<file path="src/rtl/axis_trigger_gate_pkg.sv">
// Shared types and constants for the multi-channel AXI4-Stream trigger gate.
package axis_trigger_gate_pkg;

    // Gate controller states
    typedef enum logic [1:0] {
        IDLE = 2'd0,
        OPEN = 2'd1,
        GAP  = 2'd2,
        HOLD = 2'd3
    } state_t;

    // Window modes; encoding 3 is reserved and behaves as single
    localparam logic [1:0] MODE_SINGLE = 2'd0;
    localparam logic [1:0] MODE_CONT   = 2'd1;
    localparam logic [1:0] MODE_REPEAT = 2'd2;

    // Depth of the external-trigger synchroniser
    localparam int SYNC_STAGES = 2;

    // Fold the reserved mode encoding onto single mode at latch time
    function automatic logic [1:0] norm_mode(input logic [1:0] mode);
        return (mode == 2'd3) ? MODE_SINGLE : mode;
    endfunction

endpackage

</file>
<file path="src/rtl/trigger_sync_edge.sv">
// Synchronises an asynchronous trigger, ORs it with a synchronous trigger
// level, and flags the rising edge of the combined level.
// STAGES must be at least 2.
module trigger_sync_edge
    import axis_trigger_gate_pkg::*;
#(
    parameter int STAGES = SYNC_STAGES
) (
    input  logic clk,
    input  logic reset,
    input  logic async_in,
    input  logic sync_in,
    output logic trig_level,
    output logic trig_rise
);

    logic [STAGES-1:0] sync_q;
    logic [STAGES-1:0] sync_d;
    logic              trig_prev_q;
    logic              trig_prev_d;

    // Shift chain, combined level and edge against the previous level
    always_comb begin
        sync_d      = {sync_q[STAGES-2:0], async_in};
        trig_level  = sync_in | sync_q[STAGES-1];
        trig_rise   = trig_level & ~trig_prev_q;
        trig_prev_d = trig_level;
    end

    // Synchroniser flops and registered copy of the trigger level
    always_ff @(posedge clk or posedge reset) begin
        if (reset) begin
            sync_q      <= '0;
            trig_prev_q <= 1'b0;
        end else begin
            sync_q      <= sync_d;
            trig_prev_q <= trig_prev_d;
        end
    end

endmodule

</file>
<file path="src/rtl/axis_trigger_gate.sv">
// Multi-channel AXI4-Stream trigger gate. A trigger edge opens a transfer
// window on all enabled channels for a latched number of cycles, optionally
// repeated with a gap, or held open while the trigger stays high.
// Optional feature macro: AXIS_TRIGGER_GATE_TRIG_COUNT_EN adds trig_count.
module axis_trigger_gate
    import axis_trigger_gate_pkg::*;
#(
    parameter int NUM_CH = 2,
    parameter int DATA_W = 256,
    parameter int CNT_W  = 32,
    parameter int REP_W  = 16
) (
    input  logic                     clk,
    input  logic                     reset,
    input  logic [NUM_CH*DATA_W-1:0] s_axis_tdata,
    input  logic [NUM_CH-1:0]        s_axis_tvalid,
    output logic [NUM_CH-1:0]        s_axis_tready,
    output logic [NUM_CH*DATA_W-1:0] m_axis_tdata,
    output logic [NUM_CH-1:0]        m_axis_tvalid,
    input  logic [NUM_CH-1:0]        m_axis_tready,
    input  logic                     sw_trigger,
    input  logic                     ext_trigger,
    input  logic [1:0]               cfg_mode,
    input  logic [CNT_W-1:0]         cfg_len,
    input  logic [CNT_W-1:0]         cfg_gap,
    input  logic [REP_W-1:0]         cfg_reps,
    input  logic [NUM_CH-1:0]        ch_enable,
    input  logic                     flush,
    output logic                     gate_open,
    output logic                     busy,
    output logic                     done
`ifdef AXIS_TRIGGER_GATE_TRIG_COUNT_EN
    ,
    output logic [31:0]              trig_count
`endif
);

    localparam logic [CNT_W-1:0] CNT_ONE = CNT_W'(1);
    localparam logic [REP_W-1:0] REP_ONE = REP_W'(1);

    logic trig_level;
    logic trig_rise;

    state_t           state_q,   state_d;
    logic [1:0]       mode_q,    mode_d;
    logic [CNT_W-1:0] len_q,     len_d;
    logic [CNT_W-1:0] gap_q,     gap_d;
    logic [REP_W-1:0] reps_q,    reps_d;
    logic [CNT_W-1:0] len_cnt_q, len_cnt_d;
    logic [CNT_W-1:0] gap_cnt_q, gap_cnt_d;
    logic [REP_W-1:0] rep_cnt_q, rep_cnt_d;
    logic             done_q,    done_d;

    logic window_end;
    logic more_reps;
    logic gap_end;

    trigger_sync_edge #(
        .STAGES (SYNC_STAGES)
    ) u_trig (
        .clk        (clk),
        .reset      (reset),
        .async_in   (ext_trigger),
        .sync_in    (sw_trigger),
        .trig_level (trig_level),
        .trig_rise  (trig_rise)
    );

    // Shared decisions used by both the state and counter logic
    always_comb begin
        window_end = (len_cnt_q == len_q);
        more_reps  = (mode_q == MODE_REPEAT) && (rep_cnt_q < reps_q);
        gap_end    = (gap_cnt_q == gap_q);
    end

    // State register
    always_ff @(posedge clk or posedge reset) begin
        if (reset) begin
            state_q <= IDLE;
        end else begin
            state_q <= state_d;
        end
    end

    // Next-state logic; trigger edges outside IDLE are ignored
    always_comb begin
        state_d = state_q;
        case (state_q)
            IDLE: begin
                if (trig_rise) begin
                    state_d = OPEN;
                end
            end
            OPEN: begin
                if (mode_q == MODE_CONT) begin
                    if (!trig_level) begin
                        state_d = HOLD;
                    end
                end else if (window_end) begin
                    if (more_reps) begin
                        state_d = (gap_q == '0) ? OPEN : GAP;
                    end else begin
                        state_d = HOLD;
                    end
                end
            end
            GAP: begin
                if (gap_end) begin
                    state_d = OPEN;
                end
            end
            HOLD: begin
                if (!trig_level) begin
                    state_d = IDLE;
                end
            end
            default: state_d = IDLE;
        endcase
    end

    // Outputs decoded from state; done is registered so it lands in IDLE
    always_comb begin
        gate_open = (state_q == OPEN);
        busy      = (state_q != IDLE);
        done_d    = (state_q == HOLD) && !trig_level;
        done      = done_q;
    end

    // Config shadow latch and saturating window/gap/repeat counters
    always_comb begin
        mode_d    = mode_q;
        len_d     = len_q;
        gap_d     = gap_q;
        reps_d    = reps_q;
        len_cnt_d = len_cnt_q;
        gap_cnt_d = gap_cnt_q;
        rep_cnt_d = rep_cnt_q;
        case (state_q)
            IDLE: begin
                if (trig_rise) begin
                    mode_d    = norm_mode(cfg_mode);
                    len_d     = (cfg_len == '0) ? CNT_ONE : cfg_len;
                    gap_d     = cfg_gap;
                    reps_d    = (cfg_reps == '0) ? REP_ONE : cfg_reps;
                    len_cnt_d = CNT_ONE;
                    gap_cnt_d = '0;
                    rep_cnt_d = REP_ONE;
                end
            end
            OPEN: begin
                if (mode_q != MODE_CONT) begin
                    if (window_end) begin
                        if (more_reps) begin
                            if (gap_q == '0) begin
                                len_cnt_d = CNT_ONE;
                                rep_cnt_d = (rep_cnt_q == '1) ? rep_cnt_q : rep_cnt_q + REP_ONE;
                            end else begin
                                gap_cnt_d = CNT_ONE;
                            end
                        end
                    end else begin
                        len_cnt_d = (len_cnt_q == '1) ? len_cnt_q : len_cnt_q + CNT_ONE;
                    end
                end
            end
            GAP: begin
                if (gap_end) begin
                    len_cnt_d = CNT_ONE;
                    gap_cnt_d = '0;
                    rep_cnt_d = (rep_cnt_q == '1) ? rep_cnt_q : rep_cnt_q + REP_ONE;
                end else begin
                    gap_cnt_d = (gap_cnt_q == '1) ? gap_cnt_q : gap_cnt_q + CNT_ONE;
                end
            end
            default: ;
        endcase
    end

    // Shadow, counter and done flops
    always_ff @(posedge clk or posedge reset) begin
        if (reset) begin
            mode_q    <= MODE_SINGLE;
            len_q     <= '0;
            gap_q     <= '0;
            reps_q    <= '0;
            len_cnt_q <= '0;
            gap_cnt_q <= '0;
            rep_cnt_q <= '0;
            done_q    <= 1'b0;
        end else begin
            mode_q    <= mode_d;
            len_q     <= len_d;
            gap_q     <= gap_d;
            reps_q    <= reps_d;
            len_cnt_q <= len_cnt_d;
            gap_cnt_q <= gap_cnt_d;
            rep_cnt_q <= rep_cnt_d;
            done_q    <= done_d;
        end
    end

    // Per-channel combinational gating; flush only zeroes data
    genvar gi;
    generate
        for (gi = 0; gi < NUM_CH; gi++) begin : g_ch
            assign m_axis_tvalid[gi] = s_axis_tvalid[gi] & gate_open & ch_enable[gi];
            assign s_axis_tready[gi] = m_axis_tready[gi] & gate_open & ch_enable[gi];
            assign m_axis_tdata[gi*DATA_W +: DATA_W] =
                flush ? '0 : s_axis_tdata[gi*DATA_W +: DATA_W];
        end
    endgenerate

`ifdef AXIS_TRIGGER_GATE_TRIG_COUNT_EN
    logic [31:0] trig_count_q, trig_count_d;

    // Count accepted trigger edges; wraps naturally at 2^32
    always_comb begin
        trig_count_d = trig_count_q;
        if ((state_q == IDLE) && trig_rise) begin
            trig_count_d = trig_count_q + 32'd1;
        end
        trig_count = trig_count_q;
    end

    // Trigger count flop
    always_ff @(posedge clk or posedge reset) begin
        if (reset) begin
            trig_count_q <= '0;
        end else begin
            trig_count_q <= trig_count_d;
        end
    end
`endif

endmodule

</file>
<file path="config.mk">
export PLATFORM = sky130hd
export DESIGN_NAME = axis_trigger_gate
export DESIGN_NICKNAME = d
export VERILOG_FILES = /design/src/rtl/axis_trigger_gate_pkg.sv /design/src/rtl/trigger_sync_edge.sv /design/src/rtl/axis_trigger_gate.sv
export SDC_FILE = /design/constraint.sdc
export NUM_CORES = 1
export LEC_CHECK = 0
export CAP_MARGIN = 25
export CORE_AREA = 2 2 442 444
export CTS_BUF_LIST = sky130_fd_sc_hd__clkbuf_2 sky130_fd_sc_hd__clkbuf_4 sky130_fd_sc_hd__clkbuf_8
export DETAILED_ROUTE_END_ITERATION = 8
export DIE_AREA = 0 0 444 446
export SETUP_SLACK_MARGIN = 0.3
export SYNTH_ARGS = -nofsm -noshare
export SYNTH_HDL_FRONTEND = slang
export SYNTH_HIERARCHICAL = 1
export SYNTH_SLANG_ARGS = --single-unit
</file>
<file path="constraint.sdc">
create_clock -name clk -period 12.6 [get_ports clk]
set_input_delay 2.52 -clock clk [delete_from_list [all_inputs] [get_ports clk]]
set_output_delay 2.52 -clock clk [all_outputs]
set_load 0.02 [all_outputs]
</file>
# Yosys cells after proc, flatten, opt, wreduce, memory -nomap -nowiden
# Index checks and enable logic that the tools add are counted.
[word_totals]
reg_bits = 168
in_bits = 605
output_inout_bits = 519
wordCells = 104
[op_classes]
add_sub_neg = 3
n_lt_le_gt_ge = 1
n_eq_ne = 26
n_mux = 38
bitwise = 11
n_reduce_logical = 14
[ops]
columns = ["operator", "count"]
rows = [
  ["$mux W256", 2],
  ["$mux W32", 15],
  ["$pmux W32 S3", 2],
  ["$mux W16", 8],
  ["$add A32 B1 Y32 const B", 2],
  ["$eq A32 B32 Y1", 2],
  ["$eq A32 B32 Y1 const B", 2],
  ["$logic_not A32 Y1", 2],
  ["$pmux W16 S3", 1],
  ["$reduce_and A7 Y1", 3],
  ["$mux W2", 9],
  ["$add A16 B1 Y16 const B", 1],
  ["$eq A16 B16 Y1 const B", 1],
  ["$logic_not A16 Y1", 1],
  ["$lt A16 B16 Y1", 1],
  ["$ne A2 B1 Y1 const B", 5],
  ["$and A1 B1 Y1", 9],
  ["$ne A3 B3 Y1 const B", 3],
  ["$eq A2 B2 Y1 const B", 4],
  ["$ne A2 B2 Y1 const B", 4],
  ["$pmux W2 S4", 1],
  ["$ne A3 B2 Y1 const B", 2],
  ["$reduce_and A5 Y1", 1],
  ["$eq A2 B1 Y1 const B", 2],
  ["other kinds (9)", 10],
]

# Depth between registers and ports, before layout
[depth]
ltp_word = 7
ltp_mapped = 11

# By module
# The synthesis kept the hierarchy.
[by_module_without_submodules]
columns = ["mod", "instances", "cells_each", "area_each_um2"]
rows = [
  ["axis_trigger_gate", 1, 1478, 12757.2],
  ["trigger_sync_edge", 1, 6, 95.1],
]

# Worst setup path after synthesis
# No wires, ideal clock.
[synth_timing]
path_type = "input -> output"
start = "in flush"
end = "out m_axis_tdata[431]"
arrival_ns = 3.446
path_slack_ns = 6.634
stages = 4
n_path_buf = 3
path_cell_list = "clkbuf_1 -> clkbuf_1 -> clkbuf_1 -> nor2b_1"
[synth_via]
elab_chain_cells = 1
[synth_rtl]
columns = ["element", "line_no", "source"]
rows = [
  ["start, declared", "axis_trigger_gate.sv:28", "input logic flush,"],
  ["$mux W256", "axis_trigger_gate.sv:209", "flush ? '0 : s_axis_tdata[gi*DATA_W +: DATA_W];"],
  ["end, declared", "axis_trigger_gate.sv:18", "output logic [NUM_CH*DATA_W-1:0] m_axis_tdata,"],
]
# No other way between the ends.

# Final worst setup path
[layout_timing]
start = "in flush"
end = "out m_axis_tdata[167]"
# The elaborated chain is that of the path after synthesis.

==> impl_metrics.json <==
{
  "cp-end-kind": "output port",
  "worstPathRequired_ns": 10.08,
  "worst_pin_slew_ns": 1.20,
  "die_y_um": 446,
  "hpwl_mm": 249,
  "cts_tree": "yes",
  "grt_max_degree": 195,
  "async_flop_share_pct": 100,
  "die_w_um": 444,
  "synth.avg_cell_area_um2": 8.66,
  "clk_pin_slew_worst_paths_ns": 0.10,
  "drt_drc_violations_left": 0,
  "antenna_found_initial": 441,
  "multiInputGateArea_um2": 8070,
  "cpMostUsedCell": "buf_4",
  "vias": 18622,
  "syn_inst": 1484,
  "critPathArrivalTime_ns": 5.04,
  "layout_commonest_cell": "clkdlybuf4s50_1",
  "critical-path-top-delay-family": "buffers and inverters",
  "first_iter_violations": 1566,
  "fin_setup_tns_ns": 0,
  "cts_buffers": 17,
  "setup-violations-final": 0,
  "crit_chain": "buf_8, buf_4, buf_4, nor2b_1, clkdlybuf4s50_1",
  "synth_seq_cells": 168,
  "instances_no_fill": 5247,
  "fin_skew_ns": 0.0259,
  "dp.cells": 5053,
  "synth-adder-area-share_pct": 2.14,
  "ant_nets": 0,
  "path_class": "in -> out",
  "finalPower_mw": 2.90,
  "wire_per_inst_um": 50.1,
  "cts.sinks": 168,
  "cts_hold_buf": 0,
  "synthSimpleGateAreaFrac_pct": 36.4,
  "synth.distinct_cells": 61,
  "yosysTopAreaCellShare_pct": 32.7,
  "gp_congestion": 1.02,
  "cts_root_buf": "clkbuf_8",
  "dr.pass1.iters": 7,
  "synth_compound_area_share_pct": 12.6,
  "grt_overflow": 0,
  "synth_xor_area_share_pct": 4.36,
  "power.density_nw_per_um2": 104,
  "post-route-period-util_pct": 60.0,
  "seq_area_frac_synth_pct": 32.7,
  "io_buffer_count": 1123,
  "start_util_pct": 6.64,
  "vdd_drop_max_mv": 0.0693,
  "first_global_vias": 16818,
  "holdCritPathClass": "reg -> reg",
  "hold_viol": 0,
  "start_kind": "input port",
  "yosysWarningCount": 6,
  "track_usage_pct": 25.6,
  "die_area_um2": 198000,
  "cts_resized": 0,
  "synth_top_flop_cell": "dfrtp_1",
  "syn_area_um2": 12900,
  "ioPinCount": 1124,
  "final_cell_mix": "clkdlybuf4s50_1, nor2b_1, dfrtp_1",
  "rows": 162,
  "postLayoutCoreUtil_pct": 14.4,
  "crit_buf_inv": 4,
  "synth_top_area_cell": "dfrtp_1",
  "post_cts_buffers": 0,
  "synthTopCellsByArea": "dfrtp_1, nor2b_1, mux2_2, xor2_1, o31ai_1",
  "regArea_um2": 4200,
  "grt_first_pass_wirelength_mm": 299,
  "cap_violations": 0,
  "n_fill_cell": 22021,
  "status": "completed",
  "max_slew_margin_pct": 20.1,
  "slew_viol_final": 0,
  "design.core.area_um2": 194000,
  "slowest_delay_ns": 0.71,
  "min_period_ns": 7.56,
  "hold_slack_ns": 0.381,
  "rsz0062_at_grt": "false",
  "cp_slowest_cell": "buf_4",
  "finalNetCount": 3158,
  "htreeDepth": 4,
  "synth_edf_count": 0,
  "routed_wl_mm": 263,
  "worstPathMaxFanout": 86,
  "via_per_inst": 3.55,
  "synth_mux_area_share_pct": 7.23,
  "synth_top_family_by_area": "simple AND/OR/NAND/NOR gates",
  "clock_latency_ns": 0.53,
  "ctsLongestPathBuffers": 2,
  "leakagePower_nw": 9.94,
  "syn_nets": 2111,
  "fmax_ghz": 0.132,
  "syn2layout_area_growth_pct": 117,
  "drive_gt1_share_pct": 6.25
}
worst paths after layout:
| kind | startpoint | to | slack, ns | cells past startpoint |
|---|---|---|---|---|
| hold reg to reg | u_trig/sync_q[0]$_DFF_PP0_ | u_trig/sync_q[1]$_DFF_PP0_ | 0.38 | 0 |
| setup / recovery | flush | m_axis_tdata[167] | 5.04 | 5 |
| hold / removal | u_trig/sync_q[0]$_DFF_PP0_ | u_trig/sync_q[1]$_DFF_PP0_ | 0.38 | 0 |
| setup reg to reg | gap_cnt_q[0]$_DFFE_PP0P_ | gap_cnt_q[13]$_DFFE_PP0P_ | 8.75 | 10 |
| min in group asynchronous | reset | len_q[4]$_DFFE_PP0P_ | 2.29 | 2 |
| max in group asynchronous | reset | gap_q[2]$_DFFE_PP0P_ | 8.69 | 4 |
metrics by stage:
step	worst slack, ns	cell area [um2]
5_1_grt	4.86	27800
2_1_floorplan	5.62	12900
4_1_cts	5.01	27400
6_report	5.04	27900
3_3_place_gp	5.00	27000
3_5_place_dp	5.01	27000
power by group:
group	switching, mW	internal (mW)
combinational	0.971	0.662
clock	0.240	0.187
sequential	0.154	0.689
Yosys cell counts, types with 8 or more instances:
cell type and n:
xor2_1 64, mux2_2 79, a21o_1 10, nand4_1 21, o31ai_1 48, clkbuf_1 93
nor3_1 9, nor2b_1 526, o21ai_0 27, ha_1 22, inv_1 38, nand3_1 36
a21oi_1 35, and3_1 19, o21a_1 23, nor2_1 49, buf_1 8, dfrtp_1 168
a31oi_1 10, and2_1 9, nand2_1 38, nor4_1 39
layout make-up:
cell class,instances,area share [%]
repair buffers,1139,41.1
flip-flops and latches,168,15.1
diodes,162,1.45
clock inverters,13,0.601
inverters,38,0.530
clock buffers,18,0.889
well taps,2542,11.4
multi-input cells,1167,29.0
flip-flops by register name, summed over array words and instances (netlist names):
signal,flops
u_trig/trig_prev_q,1
len_q,32
len_cnt_q,32
mode_q,2
gap_q,32
reps_q,16
done,1
u_trig/sync_q,2
rep_cnt_q,16
gap_cnt_q,32
state_q,2
kinds of logic after synthesis:
family | Yosys count
simple gates | 782
compound gates | 216
flops | 168
buf+inv | 149
mux | 83
xor+xnor | 64
fa+ha+maj | 22
worst reg2reg max path, cell delays in order (launching register included):
cell,delay [ns]
dfrtp_1,0.47
ha_1,0.29
nand3_1,0.18
or3_1,0.55
nor3_2,0.32
nand4_2,0.21
o31ai_4,0.20
buf_4,0.39
or3_1,0.56
buf_4,0.42
o31ai_1,0.15
per-layer routing:
metal / global-route usage [%] / share of wire (%) / vias up
met1: 22.8 / 30 / 8807
met3: 9.37 / 8.6 / 778
met4: 10.7 / 5.6 / 100
met2: 51.1 / 55 / 1624
li1: - / - / 7313
met5: 0 / 0.25 / -
No activity file was read; power rests on OpenSTA's default activity.
